## src/rtl/base_cntr_dump.sv

```systemverilog
// base_cntr_dump: sweeps counters 0..n-1 through a valid/ready read port and
// returns each (address, value) pair as a dump record on a second
// valid/ready port. Up to max_out read requests may be outstanding at the
// counter block. Read data is assumed to come back in request order.
//
// Ports
//   clk, reset               clock, synchronous active-high reset
//   i_start_v / i_start_r    dump request handshake (ready only when idle)
//   o_rd_v / o_rd_r / o_rd_a read request to the counter block
//   i_rd_v / i_rd_r / i_rd_d read data from the counter block
//   o_v / o_r / o_a / o_d    dump record (address, value)
//   o_last                   record carries address n-1
//   o_busy                   dump in progress
module base_cntr_dump #(
  parameter int width      = 32,
  parameter int n          = 2,
  parameter int addr_width = (n > 1) ? $clog2(n) : 1,
  parameter int max_out    = 2
) (
  input  logic                  clk,
  input  logic                  reset,
  input  logic                  i_start_v,
  output logic                  i_start_r,
  output logic                  o_rd_v,
  input  logic                  o_rd_r,
  output logic [addr_width-1:0] o_rd_a,
  input  logic                  i_rd_v,
  output logic                  i_rd_r,
  input  logic [width-1:0]      i_rd_d,
  output logic                  o_v,
  input  logic                  o_r,
  output logic [addr_width-1:0] o_a,
  output logic [width-1:0]      o_d,
  output logic                  o_last,
  output logic                  o_busy
);
  localparam int OW = $clog2(max_out + 1);
  localparam logic [addr_width-1:0] LAST_A = addr_width'(n - 1);
  localparam logic [OW-1:0]         MAX_O  = OW'(max_out);

  typedef enum logic [1:0] {IDLE, ISSUE, DRAIN} state_t;

  state_t                state_q, state_d;
  logic [addr_width-1:0] iss_a_q, iss_a_d;
  logic [addr_width-1:0] rsp_a_q, rsp_a_d;
  logic [OW-1:0]         out_q, out_d;
  logic                  v_q, v_d;
  logic [addr_width-1:0] a_q, a_d;
  logic [width-1:0]      d_q, d_d;
  logic                  last_q, last_d;

  logic start_x, rd_x, rsp_x, out_x, load, dec;

  assign i_start_r = (state_q == IDLE);
  assign o_busy    = (state_q != IDLE);
  assign o_rd_v    = (state_q == ISSUE) && (out_q < MAX_O);
  assign o_rd_a    = iss_a_q;
  // One-entry output register: accept data whenever it is empty or draining.
  assign i_rd_r    = ~v_q | o_r;
  assign o_v       = v_q;
  assign o_a       = a_q;
  assign o_d       = d_q;
  assign o_last    = last_q;

  assign start_x = i_start_v & i_start_r;
  assign rd_x    = o_rd_v & o_rd_r;
  assign rsp_x   = i_rd_v & i_rd_r;
  assign out_x   = v_q & o_r;
  // Responses seen while idle (e.g. left over from an abandoned dump) are
  // swallowed without producing a record.
  assign load    = rsp_x & o_busy;
  // Never underflow: stale responses after a reset must not wrap the count.
  assign dec     = rsp_x & (out_q != '0);

  always_comb begin
    state_d = state_q;
    iss_a_d = iss_a_q;
    rsp_a_d = rsp_a_q;
    out_d   = out_q;
    v_d     = v_q;
    a_d     = a_q;
    d_d     = d_q;
    last_d  = last_q;

    case (state_q)
      IDLE: begin
        if (start_x) begin
          state_d = ISSUE;
          iss_a_d = '0;
          rsp_a_d = '0;
        end
      end
      ISSUE: begin
        if (rd_x) begin
          iss_a_d = iss_a_q + addr_width'(1);
          if (iss_a_q == LAST_A) state_d = DRAIN;
        end
      end
      DRAIN: begin
        if (out_x && last_q) state_d = IDLE;
      end
      default: state_d = IDLE;
    endcase

    case ({rd_x, dec})
      2'b10:   out_d = out_q + OW'(1);
      2'b01:   out_d = out_q - OW'(1);
      default: out_d = out_q;
    endcase

    if (load) begin
      v_d     = 1'b1;
      a_d     = rsp_a_q;
      d_d     = i_rd_d;
      last_d  = (rsp_a_q == LAST_A);
      rsp_a_d = rsp_a_q + addr_width'(1);
    end else if (out_x) begin
      v_d = 1'b0;
    end
  end

  always_ff @(posedge clk) begin
    if (reset) begin
      state_q <= IDLE;
      iss_a_q <= '0;
      rsp_a_q <= '0;
      out_q   <= '0;
      v_q     <= 1'b0;
      a_q     <= '0;
      d_q     <= '0;
      last_q  <= 1'b0;
    end else begin
      state_q <= state_d;
      iss_a_q <= iss_a_d;
      rsp_a_q <= rsp_a_d;
      out_q   <= out_d;
      v_q     <= v_d;
      a_q     <= a_d;
      d_q     <= d_d;
      last_q  <= last_d;
    end
  end
endmodule
```

## config.mk

```make
export PLATFORM = sky130hd
export DESIGN_NAME = base_cntr_dump
export DESIGN_NICKNAME = d
export VERILOG_FILES = /design/src/rtl/base_cntr_dump.sv
export SDC_FILE = /design/constraint.sdc
export NUM_CORES = 1
export LEC_CHECK = 0
export BUFFER_PORTS_ARGS = -buffer_cell sky130_fd_sc_hd__buf_2
export CORE_ASPECT_RATIO = 0.6
export CORE_MARGIN = 2
export CORE_UTILIZATION = 30
export DETAILED_ROUTE_END_ITERATION = 12
export GPL_TIMING_DRIVEN = 0
export SYNTH_ARGS = -nofsm -noshare
export SYNTH_HDL_FRONTEND = slang
export SYNTH_SLANG_ARGS = --single-unit
```

## constraint.sdc

```tcl
create_clock -name clk -period 2.6 [get_ports clk]
set_input_delay 0.78 -clock clk [delete_from_list [all_inputs] [get_ports clk]]
set_output_delay 0.78 -clock clk [all_outputs]
set_load 0.02 [all_outputs]
```

# Word level (Yosys, flattened, before mapping)
# Index checks and enable logic that the tools add are counted.
dict set report totals {
  ff_bits 40
  inputBits 38
  out_inout_bits 40
  wordCells 54
}
dict set report classes {
  add_sub_neg 4
  n_lt_le_gt_ge 1
  eq_ne 8
  mux 13
  bitwise_logic 8
  n_reduce_logical 13
}
# cell count
set op_table {}
lappend op_table {{nonzero test 2 bit} 7}
lappend op_table {{2-to-1 mux 2 bit} 4}
lappend op_table {{AND 1 bit} 6}
lappend op_table {{2-to-1 mux 1 bit} 6}
lappend op_table {{inequality test 2 bit, second input constant} 3}
lappend op_table {{case mux 2 bit (3 select lines)} 1}
lappend op_table {{equality test 2 x 1 -> 1 bit, second input constant} 2}
lappend op_table {{equality test 2 bit, second input constant} 2}
lappend op_table {{case mux 2 bit (2 select lines)} 1}
lappend op_table {{AND reduction 4 bit} 1}
lappend op_table {{AND reduction 3 bit} 1}
lappend op_table {{adder 1 bit, second input constant} 2}
lappend op_table {{adder 2 x 1 -> 2 bit, second input constant} 1}
lappend op_table {{logical AND 1 bit} 2}
lappend op_table {{logical NOT 2 bit} 1}
lappend op_table {{< comparator 2 bit, second input constant} 1}
lappend op_table {{inequality test 2 x 1 -> 1 bit, second input constant} 1}
lappend op_table {{case mux 1 bit (2 select lines)} 1}
lappend op_table {{AND reduction 2 bit} 1}
lappend op_table {{subtractor 2 x 1 -> 2 bit, second input constant} 1}
lappend op_table {{inverter 1 bit} 1}
lappend op_table {{bitwise OR 1 bit} 1}

# Longest topological paths before layout
# Gate-level depths: netlist of run 1.
dict set report logic_depth {
  word_depth 6
  depth_mapped 6
}

# Worst setup path before layout of run 1
# Ideal clock, no wire load.
dict set report synth_path {
  path_kind {input -> register}
  from {input port o_rd_r}
  to {register out_q[1]}
  setup_ns 0.070
  t_arrival_ns 2.018
  required_ns 2.530
  path_slack_ns 0.512
  stages 5
  path_buffers 0
  cell_sequence {nor4bb_1 inv_1 ha_1 or3_1 a21oi_1}
}
dict set report synth_between {
  elab_chain_len 3
  elab_cells_between_ends 5
  classes_between {eq/ne (2); mux (1); bitwise (1); reduce/logical (1)}
}
# element line_no
set synth_rtl {}
lappend synth_rtl {{start, declared} 25} ;# input logic o_rd_r,
lappend synth_rtl {{AND 1 bit (*)} 66} ;# assign rd_x = o_rd_v & o_rd_r;
lappend synth_rtl {{equality test 2 x 1 -> 1 bit or equality test 2 bit (tied branches)} 105} ;# case ({rd_x, dec})
lappend synth_rtl {{case mux 2 bit (2 select lines) or nonzero test 2 bit (tied branches)} n/a}
lappend synth_rtl {{end signal, assigned} 136} ;# out_q <= out_d;
lappend synth_rtl {{end, declared} 46} ;# logic [OW-1:0] out_q, out_d;
# Every way passes the cells marked *; elsewhere a longest branch is shown, timed or not.
# A chain may end at the register's enable or synchronous reset.

# Final worst setup path of run 1
dict set report layout_path {
  from {input port o_r}
  to {output port i_rd_r}
}
dict set report layout_between {
  elab_chain_len 1
}
# element line_no
set layout_rtl {}
lappend layout_rtl {{start, declared} 31} ;# input logic o_r,
lappend layout_rtl {{bitwise OR 1 bit} 59} ;# assign i_rd_r = ~v_q | o_r;
lappend layout_rtl {{end, declared} 28} ;# output logic i_rd_r,
# No other way between the ends.

==> results.toml, run 1 <==
[sta]
max_slew.worst_pin.slew_ns = 0.4798
worst_slack_ns = 0.5607
hold_viol = 0
skew_ns = 0.005204
fin_crit_ns = 2.039
rsz0062_at_grt = "no"
whs_ns = 0.4720
slew_viol_final = 0
setup_violations = 0
fmax_mhz = 490.4
fin_setup_tns_ns = 0
slew_headroom_pct = 67.58
fin_crit_sh_pct = 78.44

[worst_setup_path]
startpoint_type = "primary input"
cp-end-kind = "output port"
worstReg2RegEnd = "out_q[1]$_SDFFE_PP0P_"
worstSetupPathType = "primary input to output port"
r2r_start = "state_q[0]$_SDFFE_PP0P_"
r2r_cells = 5
crit_required_ns = 1.82
rrSetupSlack_ns = 0.73
cp-startpoint = "o_r"
critPathCapture = "i_rd_r"
cp.arrival_ns = 1.26
crit_fanout = 5

[drt]
wirelength_mm = 4.111
dr.pass1.iters = 6
drcViolationCount = 0
ant_nets = 0
detail_route.wl_per_cell_um = 11.68
vias_per_cell = 4.165
vias = 1466
first_iter_violations = 55

[run]
cap_violations = 0

[synth]
synthArstFlopShare_pct = 0
synth_seq_cells = 40
synth.distinct_cells = 29
synth_warnings = 0
avgSynthCellArea_sq_um = 10.17
synth-edff-count = 0
syn_inst = 184
yosysSeqAreaShare_pct = 42.78
synth_nets = 223
synth_area_sq_um = 1872
ys.flop_type = "dfxtp_1"

[layout]
nets = 306
n_antenna_cell = 0
drive_gt1_share_pct = 33.58
final_cells = 352
finalCoreUtilization_pct = 40.23
fin_area_sq_um = 2447
syn_to_final_growth_pct = 30.75

[clock_tree]
post_cts_buffers = 0
cts_root_buffer = "clkbuf_8"
cts_buffer_depth = 2
cts_tree = "yes"
clkLatencyLatePin_ns = 0.28
clk_pin_slew_worst_paths_ns = 0.07
cts-resized-gates = 0
h-tree-depth = 2
cts_buffers = 5
cts_hold_buf = 0
clock_sinks = 40

[global_route]
grtUsageTotal_pct = 12.25
antenna_found_initial = 0
grt_pass1_vias = 1442
grt_pass1_wl_mm = 6.741
gr-total-overflow = 0
grt_max_degree = 12

[floorplanning]
num_rows = 22
die-area_sq_um = 6908
coreArea_sq_um = 6083
ios = 78
die_w_um = 106.0
dieHeight_um = 65.19
start_util_pct = 30.77

[placed_design]
placed_cell_area_sq_um = 2357
dp.cells = 344
gp_congestion = 0.7440
port_buffers = 76
dpl.hpwl_mm = 3.031
place_ws_ns = 0.2758

[run_status]
status = "completed"

[pwr]
peakVddDrop_uv = 224.2
p_leak_nw = 1.093
power_density_nw_per_um2 = 555.6
p_total_mw = 1.360

[worst_hold_path]
holdCritPathClass = "flop to flop"
[cells in the mapped netlist, types with 2 or more instances]
cell type   n  area, sq um
inv_1       3        11.26
nand3b_1    2        15.01
mux2i_1    34        340.3
dfxtp_1    40        800.8
nor2_1      4        15.01
a21oi_1     3        15.01
buf_12      3        60.06
nand2b_1   67        419.2
o21ai_0     2        10.01
clkbuf_1    7        26.28
[power breakdown]
| part | switching, mW | internal [mW] | leakage (nW) |
|---|---|---|---|
| registers | 0.0274 | 0.650 | 0.326 |
| logic | 0.134 | 0.128 | 0.721 |
| clock network | 0.203 | 0.217 | 0.0455 |
| total | 0.365 | 0.995 | 1.09 |
[area by class of cell]
type / instances / area [sq um]
Buffer: 13 / 110.1
Multi-Input combinational cell: 128 / 949.7
Tap cell: 84 / 105.1
Timing Repair Buffer: 76 / 380.4
Sequential cell: 40 / 800.8
Fill cell: 623 / 3636
Inverter: 3 / 11.26
Clock buffer: 8 / 90.09
[placed cells by master (no fill, tap or decap), drive strengths merged, types with 2 or more instances in the layout]
cell type and n:
nand3b 2, nor2 5, o21ai 2, nand2b 67, mux2i 34, buf 82
inv 3, clkbuf 15, dfxtp 40, a21oi 3
[sequential cells by signal (all words and copies together), names as in the netlist]
name / cells
o_d: 32
out_q: 2
state_q: 2
o_last: 1
o_rd_a: 1
o_v: 1
rsp_a_q: 1
[worst max-delay path, cell delays in order]
cell and delay (ns):
buf_2 0.10, nand2b_1 0.19, buf_2 0.19
[per-layer routing]
layer	vias up	part of all wire, %	global-route usage [%]
met5	-	0	0
met2	50	37	17.90
met3	0	7.2	3.671
met4	0	0	2.467
met1	645	56	17.78
li1	771	-	-
[worst min path at each step]
stage,start,to,cells past startpoint
after floorplan,rsp_a_q$_SDFFE_PP0P_,o_last$_SDFFE_PP0P_,2
after global placement,o_d[26]$_SDFFE_PP0P_,o_d[26]$_SDFFE_PP0P_,2
after detailed placement,o_d[5]$_SDFFE_PP0P_,o_d[5]$_SDFFE_PP0P_,2
after CTS,o_d[23]$_SDFFE_PP0P_,o_d[23]$_SDFFE_PP0P_,2
after global routing,o_d[15]$_SDFFE_PP0P_,o_d[15]$_SDFFE_PP0P_,2
final,o_d[4]$_SDFFE_PP0P_,o_d[4]$_SDFFE_PP0P_,2
[cells by family (layout without fill, tap and decap cells)]
group	count (synthesis)	count (layout)	synth area share (%)
AND/OR/NAND/NOR	81	81	27.21
flip-flops	40	40	42.78
multiplexers	35	35	18.78
buffers and inverters	16	100	6.484
AO/OA/AOI/OAI	9	9	3.142
XOR/XNOR	2	2	0.9360
adder cells (fa/ha/maj)	1	1	0.6683
Note: power is estimated with default switching activity, not from simulation.
==> run 2, diff against run 1 <==
- clock period: 2.6 -> 1.8 ns (I/O delays scaled with it)
==> results.toml, run 2 (same netlist as run 1, synthesis figures left out) <==
[placed_design]
dp.cells = 344
dpl.hpwl_mm = 2.999
port_buffers = 76
gp_congestion = 0.7684

[pwr]
peakVddDrop_uv = 346.9
p_leak_nw = 1.105
power_density_nw_per_um2 = 846.8

[layout]
final_common_cell = "buf_2"
final_cells = 352
drive_gt1_share_pct = 35.45
nets = 306
n_antenna_cell = 0
final_cell_mix = "buf_2 (77), nand2b_1 (66), dfxtp_1 (39), mux2i_1 (34), clkbuf_1 (7)"
largest_register_ff_count = 32
syn_to_final_growth_pct = 32.89

[worst_setup_path]
worstSetupPathType = "flop to flop"
slowest_stage = "dfxtp_1"
cp-end-kind = "flop"
startpoint_type = "flop"
crit_fanout = 6
r2r_cells = 5
worstReg2RegEnd = "out_q[1]$_SDFFE_PP0P_"
slowest_delay_ns = 0.40
rrSetupSlack_ns = 0.08
crit_required_ns = 2.02
cp.arrival_ns = 1.94
path_cells = "nor4bb_4 -> inv_1 -> ha_1 -> or3_1 -> a21oi_1"
r2r_start = "state_q[1]$_SDFFE_PP0P_"
path_buf_inv = 1
path_delay_family = "simple AND/OR/NAND/NOR gates"

[sta]
whs_ns = 0.4728
setup_violations = 0
hold_viol = 0
max_slew.worst_pin.slew_ns = 0.4254
slew_viol_final = 0
slew_headroom_pct = 71.64
fmax_mhz = 580.4
skew_ns = 0.003917
fin_crit_ns = 1.723
fin_crit_sh_pct = 95.73

[global_route]
grt_max_degree = 14
antenna_found_initial = 0
grt_pass1_wl_mm = 6.644
gr-total-overflow = 0
grtUsageTotal_pct = 12.26
grt_pass1_vias = 1388

[clock_tree]
cts_buffers = 5
cts_root_buffer = "clkbuf_8"
cts_tree = "yes"
post_cts_buffers = 0
cts_hold_buf = 0
h-tree-depth = 2
clk_pin_slew_worst_paths_ns = 0.09
clock_sinks = 40
cts_buffer_depth = 2
cts-resized-gates = 0
clkLatencyLatePin_ns = 0.29

[drt]
vias_per_cell = 4.128
detail_route.wl_per_cell_um = 11.71
vias = 1453
first_iter_violations = 41
wirelength_mm = 4.121
dr.pass1.iters = 4
dr.max_layer_used = "met4"
met1Wirelength_mm = 2.161
drcViolationCount = 0
dr_wl_met2_mm = 1.649
ant_nets = 0
dr_wl_met3_um = 299

[worst_hold_path]
whs_endpoint = "o_d[14]$_SDFFE_PP0P_"
holdCritStartpoint = "o_d[14]$_SDFFE_PP0P_"
hold_depth = 2
holdCritPathClass = "flop to flop"

[floorplanning]
num_rows = 22
coreArea_sq_um = 6083
die-area_sq_um = 6908
start_util_pct = 30.77
dieHeight_um = 65.19
ios = 78
die_w_um = 106.0

[run]
cap_violations = 0

[run_status]
status = "completed"
-- run 2: cell types whose count changed in the layout (fill, tap and decap cells not counted), sizes merged --
cell,change
bufinv,+1
clkinv,+1
clkbuf,-3
clkinvlp,+1
-- run 2: how the worst max path moves through the flow --
stage | cells past startpoint | slack (ns) | endpoint | startpoint
4_1_cts | 5 | 0.04 | out_q[1]$_SDFFE_PP0P_ | state_q[1]$_SDFFE_PP0P_
2_1_floorplan | 5 | 0.01 | out_q[1]$_SDFFE_PP0P_ | o_r
3_5_place_dp | 6 | -0.17 | out_q[1]$_SDFFE_PP0P_ | o_rd_r
6_report | 5 | 0.08 | out_q[1]$_SDFFE_PP0P_ | state_q[1]$_SDFFE_PP0P_
5_1_grt | 5 | -0.004 | out_q[1]$_SDFFE_PP0P_ | state_q[1]$_SDFFE_PP0P_
3_3_place_gp | 6 | -0.16 | out_q[1]$_SDFFE_PP0P_ | o_rd_r
-- run 2: worst register-to-register path, cell delays in order, from the launching register on --
cell	delay [ns]
dfxtp_1	0.40
nor4bb_4	0.35
inv_1	0.07
ha_1	0.31
or3_1	0.38
a21oi_1	0.14
-- run 2: cell type report --
type,count,area (sq um)
Buffer,13,110.1
Clock buffer,5,68.82
Clock inverter,3,42.54
Fill cell,629,3596
Inverter,3,11.26
Multi-Input combinational cell,128,967.2
Sequential cell,40,802.0
Tap cell,84,105.1
Timing Repair Buffer,76,380.4
-- run 2: where the power goes --
part | leakage (nW) | switching [mW] | total (mW) | internal, mW
registers | 0.326 | 0.0415 | 0.980 | 0.939
clock network | 0.0541 | 0.334 | 0.744 | 0.411
logic | 0.725 | 0.192 | 0.381 | 0.189
-- run 2: metal layers --
metal,vias up,GRT usage (%)
met5,-,0
met4,0,2.467
met3,2,3.869
met2,47,17.74
met1,637,17.80
li1,767,-
-- run 2: metrics by stage --
stage	cell area (sq um)	setup WS (ns)	util (%)	setup TNS [ns]	total power, mW
6_report	2487	0.07693	40.89	0	2.106
5_1_grt	2487	-0.004116	40.89	-0.004116	2.224
4_1_cts	2477	0.03597	40.72	0	2.130
3_5_place_dp	2366	-0.1719	38.89	-0.1719	1.381
3_3_place_gp	2366	-0.1588	38.89	-0.1588	1.379
2_1_floorplan	1881	0.01157	-	0	1.256
